## config.mk

```make
export PLATFORM = sky130hd
export DESIGN_NAME = m6809_reset_seq
export DESIGN_NICKNAME = d
export VERILOG_FILES = /design/src/rtl/m6809_reset_seq.sv
export SDC_FILE = /design/constraint.sdc
export NUM_CORES = 1
export LEC_CHECK = 0
export BUFFER_PORTS_ARGS = -buffer_cell sky130_fd_sc_hd__buf_2
export CAP_MARGIN = 20
export CORE_ASPECT_RATIO = 0.8
export CORE_UTILIZATION = 53
export DETAILED_ROUTE_END_ITERATION = 10
export PLACE_DENSITY = 0.8
export SLEW_MARGIN = 20
export SYNTH_ARGS = -nofsm -noshare
export SYNTH_HDL_FRONTEND = slang
export SYNTH_SLANG_ARGS = --single-unit
```

## constraint.sdc

```tcl
create_clock -name clk -period 1.52 [get_ports clk]
set_input_delay 0.152 -clock clk [delete_from_list [all_inputs] [get_ports clk]]
set_output_delay 0.152 -clock clk [all_outputs]
set_load 0.01 [all_outputs]
```

## src/rtl/m6809_reset_seq.sv

```systemverilog
// Reset and halt sequencer for the 6809 SoC: synchronises the board reset, releases the
// peripheral domains one by one, then the CPU, and runs the BA/BS halt handshake.
module m6809_reset_seq #(
  parameter int NUM_DOMAINS    = 2,
  parameter int HOLD_CYCLES    = 8,
  parameter int STAGGER_CYCLES = 2,
  parameter int SYNC_STAGES    = 2,
  parameter int HALT_TIMEOUT   = 64
) (
  input  logic                   clk,
  input  logic                   reset_b,
  input  logic                   sw_rst_req,
  input  logic                   halt_req,
  input  logic                   cpu_ba,
  input  logic                   cpu_bs,
  output logic [NUM_DOMAINS-1:0] dom_reset_b,
  output logic                   cpu_reset_b,
  output logic                   cpu_halt_b,
  output logic                   halted,
  output logic                   por_done,
  output logic                   halt_err
);

  localparam int FINAL_COUNT = HOLD_CYCLES + NUM_DOMAINS * STAGGER_CYCLES;
  localparam int CW = $clog2(FINAL_COUNT + 1);
  localparam int TW = $clog2(HALT_TIMEOUT + 1);
  localparam logic [CW-1:0] HOLD_C    = CW'(HOLD_CYCLES);
  localparam logic [CW-1:0] FINAL_C   = CW'(FINAL_COUNT);
  localparam logic [TW-1:0] TIMEOUT_C = TW'(HALT_TIMEOUT);

  typedef enum logic [2:0] {
    ST_ASSERT    = 3'd0,
    ST_RELEASE   = 3'd1,
    ST_RUN       = 3'd2,
    ST_HALT_WAIT = 3'd3,
    ST_HALTED    = 3'd4
  } state_t;

  logic [SYNC_STAGES-1:0] sync_r;
  logic                   rst_sync_s;
  state_t                 state_r, state_s;
  logic [CW-1:0]          cnt_r, cnt_s;
  logic [TW-1:0]          tcnt_r, tcnt_s, tinc_s;
  logic [NUM_DOMAINS-1:0] dom_r, dom_s;
  logic                   cpu_rst_r, cpu_rst_s;
  logic                   halt_b_r, halt_b_s;
  logic                   halted_r, halted_s;
  logic                   por_r, por_s;
  logic                   err_r, err_s;
  logic                   ack_s;

  assign rst_sync_s = sync_r[SYNC_STAGES-1];
  assign ack_s      = cpu_ba & cpu_bs;
  assign tinc_s     = (tcnt_r == TIMEOUT_C) ? tcnt_r : tcnt_r + TW'(1);

  // Reset synchroniser: asserts asynchronously, releases after SYNC_STAGES edges
  always_ff @(posedge clk or negedge reset_b) begin
    if (!reset_b) sync_r <= '0;
    else          sync_r <= {sync_r[SYNC_STAGES-2:0], 1'b1};
  end

  // State, counters and registered outputs; held at reset values until rst_sync rises
  always_ff @(posedge clk or negedge reset_b) begin
    if (!reset_b) begin
      state_r <= ST_ASSERT; cnt_r <= '0; tcnt_r <= '0; dom_r <= '0;
      cpu_rst_r <= 1'b0; halt_b_r <= 1'b1; halted_r <= 1'b0; por_r <= 1'b0; err_r <= 1'b0;
    end else if (!rst_sync_s) begin
      state_r <= ST_ASSERT; cnt_r <= '0; tcnt_r <= '0; dom_r <= '0;
      cpu_rst_r <= 1'b0; halt_b_r <= 1'b1; halted_r <= 1'b0; por_r <= 1'b0; err_r <= 1'b0;
    end else begin
      state_r <= state_s; cnt_r <= cnt_s; tcnt_r <= tcnt_s; dom_r <= dom_s;
      cpu_rst_r <= cpu_rst_s; halt_b_r <= halt_b_s; halted_r <= halted_s;
      por_r <= por_s; err_r <= err_s;
    end
  end

  // Next-state and counter logic; software reset only acts once the sequence is done
  always_comb begin
    state_s = state_r;
    cnt_s   = cnt_r;
    tcnt_s  = tcnt_r;
    case (state_r)
      ST_ASSERT: begin
        cnt_s = cnt_r + CW'(1);
        if (cnt_r == HOLD_C) state_s = ST_RELEASE;
        else                 state_s = ST_ASSERT;
      end
      ST_RELEASE: begin
        if (cnt_r == FINAL_C) state_s = ST_RUN;
        else                  cnt_s = cnt_r + CW'(1);
      end
      ST_RUN: begin
        if (sw_rst_req) begin
          state_s = ST_ASSERT; cnt_s = '0;
        end else if (halt_req) begin
          state_s = ST_HALT_WAIT; tcnt_s = '0;
        end else begin
          state_s = ST_RUN;
        end
      end
      ST_HALT_WAIT: begin
        if (sw_rst_req) begin
          state_s = ST_ASSERT; cnt_s = '0;
        end else if (ack_s) begin
          state_s = ST_HALTED;
        end else if (!halt_req) begin
          state_s = ST_RUN;
        end else begin
          tcnt_s = tinc_s;
        end
      end
      ST_HALTED: begin
        if (sw_rst_req) begin
          state_s = ST_ASSERT; cnt_s = '0;
        end else if (!halt_req) begin
          state_s = ST_RUN;
        end else if (!ack_s) begin
          state_s = ST_HALT_WAIT; tcnt_s = '0;
        end else begin
          state_s = ST_HALTED;
        end
      end
      default: begin
        state_s = ST_ASSERT; cnt_s = '0; tcnt_s = '0;
      end
    endcase
  end

  // Next values of the registered outputs
  always_comb begin
    dom_s     = dom_r;
    cpu_rst_s = cpu_rst_r;
    halt_b_s  = halt_b_r;
    halted_s  = halted_r;
    por_s     = por_r;
    err_s     = err_r;
    case (state_r)
      ST_ASSERT: begin
        if (cnt_r == HOLD_C) dom_s[0] = 1'b1;
        else                 dom_s[0] = dom_r[0];
      end
      ST_RELEASE: begin
        for (int k = 0; k < NUM_DOMAINS; k++) begin
          if (cnt_r == CW'(HOLD_CYCLES + k * STAGGER_CYCLES)) dom_s[k] = 1'b1;
          else                                               dom_s[k] = dom_r[k];
        end
        if (cnt_r == FINAL_C) begin
          cpu_rst_s = 1'b1; por_s = 1'b1;
        end else begin
          cpu_rst_s = cpu_rst_r; por_s = por_r;
        end
      end
      ST_RUN: begin
        if (sw_rst_req) begin
          dom_s = '0; cpu_rst_s = 1'b0; halt_b_s = 1'b1; halted_s = 1'b0; por_s = 1'b0; err_s = 1'b0;
        end else if (halt_req) begin
          halt_b_s = 1'b0;
        end else begin
          halt_b_s = 1'b1;
        end
      end
      ST_HALT_WAIT: begin
        if (sw_rst_req) begin
          dom_s = '0; cpu_rst_s = 1'b0; halt_b_s = 1'b1; halted_s = 1'b0; por_s = 1'b0; err_s = 1'b0;
        end else if (ack_s) begin
          halted_s = 1'b1;
        end else if (!halt_req) begin
          halt_b_s = 1'b1;
        end else if (tinc_s == TIMEOUT_C) begin
          err_s = 1'b1;
        end else begin
          err_s = err_r;
        end
      end
      ST_HALTED: begin
        if (sw_rst_req) begin
          dom_s = '0; cpu_rst_s = 1'b0; halt_b_s = 1'b1; halted_s = 1'b0; por_s = 1'b0; err_s = 1'b0;
        end else if (!halt_req) begin
          halt_b_s = 1'b1; halted_s = 1'b0;
        end else if (!ack_s) begin
          halted_s = 1'b0;
        end else begin
          halted_s = 1'b1;
        end
      end
      default: begin
        dom_s = '0; cpu_rst_s = 1'b0; halt_b_s = 1'b1; halted_s = 1'b0; por_s = 1'b0; err_s = 1'b0;
      end
    endcase
  end

  assign dom_reset_b = dom_r;
  assign cpu_reset_b = cpu_rst_r;
  assign cpu_halt_b  = halt_b_r;
  assign halted      = halted_r;
  assign por_done    = por_r;
  assign halt_err    = err_r;

endmodule

```

==> results of run 1 <==
==> sequential cells by signal, summed over array words and instances (netlist names) <==
signal / count
halt_err: 1
por_done: 1
tcnt_r: 7
cpu_halt_b: 1
sync_r: 2
state_r: 3
dom_reset_b: 2
cnt_r: 4
halted: 1
==> repair_timing <==
| item | CTS | global route |
|---|---|---|
| hold buffers | 1 | 0 |
| cloned | 0 | 0 |
| endpoints found under the hold margin | 21 | 0 |
| setup endpoints to repair | 10 | 16 |
| gates resized for setup | 14 | 31 |
| pin swaps | 11 | 16 |
| setup buffers | 13 | 8 |
==> per-stage QoR <==
stage	cell area [sq um]	utilization, %	TNS (ns)	hold WS, ns	total power [mW]
after floorplan	1470	-	-0.00138	-0.144	0.686
after global placement	1720	68.0	-0.0532	0.133	0.748
after detailed placement	1720	68.0	-0.483	0.141	0.754
after CTS	1920	76.0	-0.124	0.142	1.22
after global routing	2080	82.5	-1.54	0.182	1.30
final	2080	82.5	-0.603	0.210	1.26
==> layout make-up <==
| class | count | area [sq um] | area share [%] |
|---|---|---|---|
| clock buffers | 3 | 22.5 | 1.08 |
| clock inverters | 1 | 30.0 | 1.44 |
| inverters | 8 | 30.0 | 1.44 |
| multi-input cells | 120 | 977 | 46.9 |
| flip-flops and latches | 22 | 554 | 26.6 |
| well taps | 36 | 45.0 | 2.16 |
| repair buffers | 58 | 423 | 20.3 |
==> cells by family (layout without fill, tap and decap cells) <==
kind of cell | Yosys count | count (layout) | share of synthesized area, %
adders and majority gates | 5 | 5 | 4.29
buffers and inverters | 20 | 70 | 6.87
xor gates and xnor gates | 5 | 5 | 3.00
muxes | 1 | 1 | 0.687
and+or+nand+nor | 63 | 63 | 24.9
other | 1 | 1 | 0.257
DFF | 22 | 22 | 37.9
AOI/OAI and AO/OA | 45 | 45 | 22.1
==> worst register-to-register path: stages (launching register included) <==
cell	delay, ns
dfrtp_1	0.42
buf_4	0.16
and3_2	0.21
xnor2_2	0.15
nand4b_1	0.13
a211o_1	0.30
o41ai_2	0.28
==> per-layer routing <==
metal	GRT usage, %	up-vias
li1	-	686
met1	45.5	750
met2	45.1	164
met3	5.31	52
met4	4.55	0
met5	0	-
==> worst paths after layout <==
path,from,end,slack [ns],depth (start not counted)
hold reg to reg,sync_r[0],sync_r[1],0.37,0
hold / removal,sw_rst_req,state_r[2],0.21,2
min in group asynchronous,reset_b,halted,0.32,2
setup / recovery,tcnt_r[0],halt_err,-0.21,6
setup reg to reg,tcnt_r[0],halt_err,-0.21,6
max in group asynchronous,reset_b,cpu_halt_b,0.83,2
==> cell usage after synthesis, types with 2 or more instances <==
| cell | instances |
|---|---|
| dfrtp_1 | 21 |
| nor2_1 | 16 |
| nand2_1 | 12 |
| a31oi_1 | 10 |
| inv_1 | 8 |
| nand3_1 | 8 |
| a21oi_1 | 7 |
| buf_2 | 5 |
| ha_1 | 5 |
| o21ai_0 | 5 |
| nor3_2 | 4 |
| xnor2_1 | 4 |
| a21o_1 | 3 |
| a41oi_1 | 3 |
| buf_4 | 3 |
| clkbuf_1 | 3 |
| nor3_1 | 3 |
| or3_1 | 3 |
| a211oi_1 | 2 |
| and2_1 | 2 |
| and3_1 | 2 |
| nand2b_1 | 2 |
| o211a_1 | 2 |
==> cell usage in the layout, fill, tap and decap left out, types with 2 or more instances in the layout <==
| cell type | instances |
|---|---|
| nand2_1 | 11 |
| clkbuf_4 | 3 |
| nor3_2 | 3 |
| a21oi_1 | 5 |
| inv_2 | 3 |
| a31oi_1 | 10 |
| a21oi_2 | 2 |
| nor3_1 | 3 |
| a21o_1 | 3 |
| a41oi_1 | 2 |
| buf_6 | 4 |
| ha_4 | 3 |
| xnor2_1 | 3 |
| inv_1 | 5 |
| o21ai_1 | 5 |
| dfrtp_1 | 19 |
| nand3_1 | 7 |
| a211oi_2 | 2 |
| nor2_1 | 15 |
| buf_4 | 41 |
| nand3_2 | 2 |
| buf_2 | 12 |
| or3_1 | 3 |
| ha_1 | 2 |
| dfrtp_2 | 2 |
==> power groups by stage <==
| stage | logic (mW) | clock network, mW | registers [mW] |
|---|---|---|---|
| 3_3_place_gp | 0.129 | 0 | 0.618 |
| 2_1_floorplan | 0.0661 | 0 | 0.620 |
| 4_1_cts | 0.157 | 0.454 | 0.607 |
| 6_report | 0.193 | 0.454 | 0.609 |
| 5_1_grt | 0.206 | 0.483 | 0.609 |
| 3_5_place_dp | 0.135 | 0 | 0.619 |
==> impl_metrics.json, run 1 <==
{
  "syn_avg_cell_area_sq_um": 9.00,
  "leakagePower_nw": 0.953,
  "dp_slack_ns": -0.103,
  "num_rows": 16,
  "p_clk_share_pct": 36.1,
  "drcViolationCount": 0,
  "dpl.hpwl_um": 2620,
  "relSlewSlack_pct": 66.2,
  "fin_ws_ns": -0.207,
  "cap_viol_max_count": 0,
  "cts-buffers-inserted": 3,
  "antenna_found_initial": 0,
  "ctsRootBufferMaster": "clkbuf_4",
  "crit_path_end_kind": "flop",
  "gr-total-overflow": 0,
  "path_cells": "buf_4, and3_2, xnor2_2, nand4b_1, a211o_1, o41ai_2",
  "switchingPower_mw": 0.312,
  "finalClockSkew_ns": 0.00574,
  "drtAntennaViolNets": 0,
  "die_h_um": 48.9,
  "fmax_mhz": 579,
  "cpMaxStageDelayCell": "dfrtp_1",
  "core-area_sq_um": 2520,
  "status": "complete, but fails checks",
  "crit_family": "compound AO/OA/AOI/OAI gates",
  "p_comb_share_pct": 15.4,
  "tritoncts": "done",
  "area_growth_pct": 42.8,
  "cts_max_level": 1,
  "highest_layer": "met4",
  "finalWeightedCongestion": 0.926,
  "period_share_pct": 114,
  "wl_met1_um": 1980,
  "max_stage_delay_ns": 0.42,
  "synth_area_sq_um": 1460,
  "failed_checks": "setup timing",
  "slew_viol_final": 0,
  "hold_viol_final": 0,
  "powerDensity_nw_per_um2": 603,
  "setup_viol": 11,
  "seq_area_frac_synth_pct": 37.9,
  "clockBufferDepth": 2,
  "ir_worst_vdd_mv": 0.576,
  "synthFlopType": "dfrtp_1",
  "wirelength_um": 5240,
  "drt_iter0_drc": 269,
  "wl_per_cell_um": 21.1,
  "nets": 224,
  "switching_share_pct": 24.8,
  "dieArea_sq_um": 2970,
  "vias_per_cell": 6.66,
  "setup.worst_path.class": "flop to flop",
  "ios": 13,
  "grt_pass1_wl_um": 6750,
  "synthCells": 162,
  "fillers": 140,
  "grt_pass1_vias": 1461,
  "initial_core_util_pct": 57.8,
  "yosysUniqueCellTypes": 52,
  "synth_nets": 173,
  "wl_met3_um": 690,
  "synth_top_area_share_pct": 36.1,
  "track_usage_pct": 29.9,
  "dp.cells": 226,
  "cp.arrival_ns": 1.94,
  "vias": 1652,
  "ys_ff_latch": 22,
  "critPathMaxFanout": 3,
  "tightest_slew_ns": 0.507,
  "cp.required_ns": 1.74,
  "async_flop_share_pct": 100,
  "stdcell_count": 248,
  "insertion_delay_ns": 0.31,
  "drive_gt1_share_pct": 46.7,
  "n_antenna_cell": 0,
  "yosysWarningCount": 0,
  "pwr-share-seq_pct": 48.5,
  "drt_first_pass_iters": 7,
  "clk_pin_slew_ns": 0.13,
  "die_w_um": 60.6,
  "io_buffers": 12,
  "yosys.area.top_type": "dfrtp_1",
  "synth-edff-count": 0,
  "wl_met2_um": 2200,
  "crit_buf_inv": 1,
  "rsz0062_at_grt": "yes",
  "grt_max_degree": 23,
  "synth_area_leaders": "dfrtp_1 (36%), a31oi_1 (4.3%), ha_1 (4.3%), nor2_1 (4.1%), nand2_1 (3.1%)",
  "period_minus_slack_ns": 1.73,
  "cell_internal_pwr_mw": 0.944,
  "cp-start-kind": "flop",
  "cts_sinks": 22,
  "hp-class": "primary input to flop"
}
Note: power is estimated with default switching activity, not from simulation.
==> run 2: changes to the inputs <==
--- a/config.mk
+++ b/config.mk
@@ -11,6 +11,7 @@
 export CORE_UTILIZATION = 53
 export DETAILED_ROUTE_END_ITERATION = 10
 export PLACE_DENSITY = 0.8
+export SETUP_SLACK_MARGIN = 0.3
 export SLEW_MARGIN = 20
 export SYNTH_ARGS = -nofsm -noshare
 export SYNTH_HDL_FRONTEND = slang
==> run 2 against run 1 <==
  * The flow still finishes with violations (setup timing)
  * Critical path depth grew 2
  * Count of clock-buffer cells in the layout grew 1
  * Wire length shrank 8.5%
  * Flip-flop and latch count is the same
  * Non-clock buffer count shrank 4
  * Worst setup slack lost 0.018 ns
  * Worst hold slack gained 0.0088 ns
  * Sequential power grew 0.7%
  * Cell area grew 1.8%
  * Core utilization grew 1.5 points
  * Clock skew grew 0.0087 ns
  * Die area is the same
  * Critical path type unchanged
  * Largest cell class unchanged
  * Highest routed layer unchanged
==> impl_metrics.json, run 2 (synthesis gave the netlist of run 1 again) <==
{
  "ios": 13,
  "io_buffers": 12,
  "track_usage_pct": 29.0,
  "min_to": "state_r[2]",
  "crit_path_end_kind": "flop",
  "ir_worst_vdd_mv": 0.473,
  "gr-total-overflow": 0,
  "rsz0062_at_grt": "yes",
  "clk_pin_slew_ns": 0.13,
  "cap_viol_max_count": 0,
  "reg2reg_slack_ns": -0.23,
  "dpl.hpwl_um": 2610,
  "finalClockSkew_ns": 0.0144,
  "rr_endpoint": "tcnt_r[2]",
  "num_rows": 16,
  "period_minus_slack_ns": 1.75,
  "hp-class": "primary input to flop",
  "wirelength_um": 4790,
  "top_regs": "tcnt_r x7, cnt_r x4, state_r x3",
  "fmax_mhz": 573,
  "hold-worst-slack_ns": 0.219,
  "mostFrequentLayoutCell": "buf_4",
  "reg2reg_from": "tcnt_r[0]",
  "postPlaceCellArea_sq_um": 1770,
  "area_growth_pct": 45.4,
  "hold_depth": 2,
  "relSlewSlack_pct": 66.6,
  "core-area_sq_um": 2520,
  "cts-buffers-inserted": 3,
  "powerDensity_nw_per_um2": 518,
  "drcViolationCount": 0,
  "finalWeightedCongestion": 0.894,
  "ctsRootBufferMaster": "clkbuf_4",
  "setup.worst_path.class": "flop to flop",
  "drtAntennaViolNets": 0,
  "clockBufferDepth": 2,
  "grt_max_degree": 23,
  "vias_per_cell": 6.44,
  "drt_first_pass_iters": 4,
  "leakagePower_nw": 0.942,
  "nets": 220,
  "max_stage_delay_ns": 0.46,
  "hold_viol_final": 0,
  "n_antenna_cell": 0,
  "final_cell_mix": "buf_4 (28), dfrtp_1 (15), buf_6 (13), nor2_1 (12), buf_2 (12)",
  "dp.cells": 222,
  "failed_checks": "setup timing",
  "dieArea_sq_um": 2970,
  "antenna_found_initial": 0,
  "insertion_delay_ns": 0.32,
  "status": "complete, but fails checks",
  "postLayoutCoreUtil_pct": 84.0,
  "cts_max_level": 1,
  "tritoncts": "done",
  "cpMaxStageDelayCell": "dfrtp_2",
  "period_share_pct": 115,
  "stdcell_count": 244,
  "critPathMaxFanout": 4,
  "cp.required_ns": 1.71,
  "grt_pass1_vias": 1351,
  "path_cells": "inv_2, ha_4, nand4bb_1, nor3_2, buf_4, and2b_1, a21oi_1, a31oi_1",
  "fin_ws_ns": -0.225,
  "cp-start-kind": "flop",
  "dp_slack_ns": -0.0947,
  "largest_register_ffs": 7,
  "slew_viol_final": 0,
  "initial_core_util_pct": 57.8,
  "die_w_um": 60.6,
  "hp-start": "sw_rst_req",
  "setup_viol": 7,
  "reg2reg_depth": 8,
  "cts_sinks": 22,
  "vias": 1571,
  "die_h_um": 48.9,
  "finalPower_mw": 1.10,
  "drive_gt1_share_pct": 51.4,
  "top_register": "tcnt_r",
  "fin_tns_setup_ns": -0.585,
  "drt_iter0_drc": 196,
  "cp.arrival_ns": 1.93,
  "fin_area_sq_um": 2120,
  "grt_pass1_wl_um": 6400,
  "tightest_slew_ns": 0.501,
  "wl_per_cell_um": 19.6
}
[run 2: routing by layer]
| metal | GRT usage, % | share of wire, % | routed length, um | vias up |
|---|---|---|---|---|
| met5 | 0 | 0 | 0 | - |
| met2 | 42.3 | 46 | 2210 | 107 |
| li1 | - | - | - | 673 |
| met1 | 42.1 | 39 | 1850 | 758 |
| met4 | 8.71 | 4.8 | 231 | 0 |
| met3 | 7.43 | 10 | 493 | 33 |
[run 2: what timing repair did]
action	CTS	global route
hold buffers	1	0
endpoints found under the hold margin	21	0
pin swaps	10	11
endpoints found under the setup margin	20	20
setup buffers	7	10
gates resized for setup	20	30
[run 2: where the power goes]
group	switching (mW)	total, mW	leakage (nW)	internal, mW
Combinational	0.111	0.195	0.641	0.0841
Clock	0.187	0.289	0.0150	0.103
Sequential	0.0138	0.613	0.286	0.599
[run 2: area by class of cell]
cell class              instances  area (sq um)
inverters                       8          30.0
repair buffers                 54           427
flip-flops and latches         22           559
multi-input cells             120          1030
well taps                      36          45.0
fillers                       139           403
clock buffers                   4          26.3
[run 2: worst max-delay path: cells and delay by family (launching register included)]
kind	cells	cell delay, ns
and+or+nand+nor	3	0.53
DFF	1	0.46
buffers and inverters	2	0.23
AOI/OAI and AO/OA	2	0.27
adders and majority gates	1	0.12
[run 2: how the worst max path moves through the flow]
stage                           end  cells after the start  slack, ns  startpoint
after floorplan            halt_err                      7      0.002   tcnt_r[0]
after global placement     halt_err                      6      -0.05   tcnt_r[0]
after detailed placement   cnt_r[2]                      5      -0.09  state_r[0]
after CTS                  halt_err                      7      -0.08   tcnt_r[0]
after global routing      tcnt_r[2]                      8      -0.27   tcnt_r[0]
final                     tcnt_r[2]                      8      -0.23   tcnt_r[0]
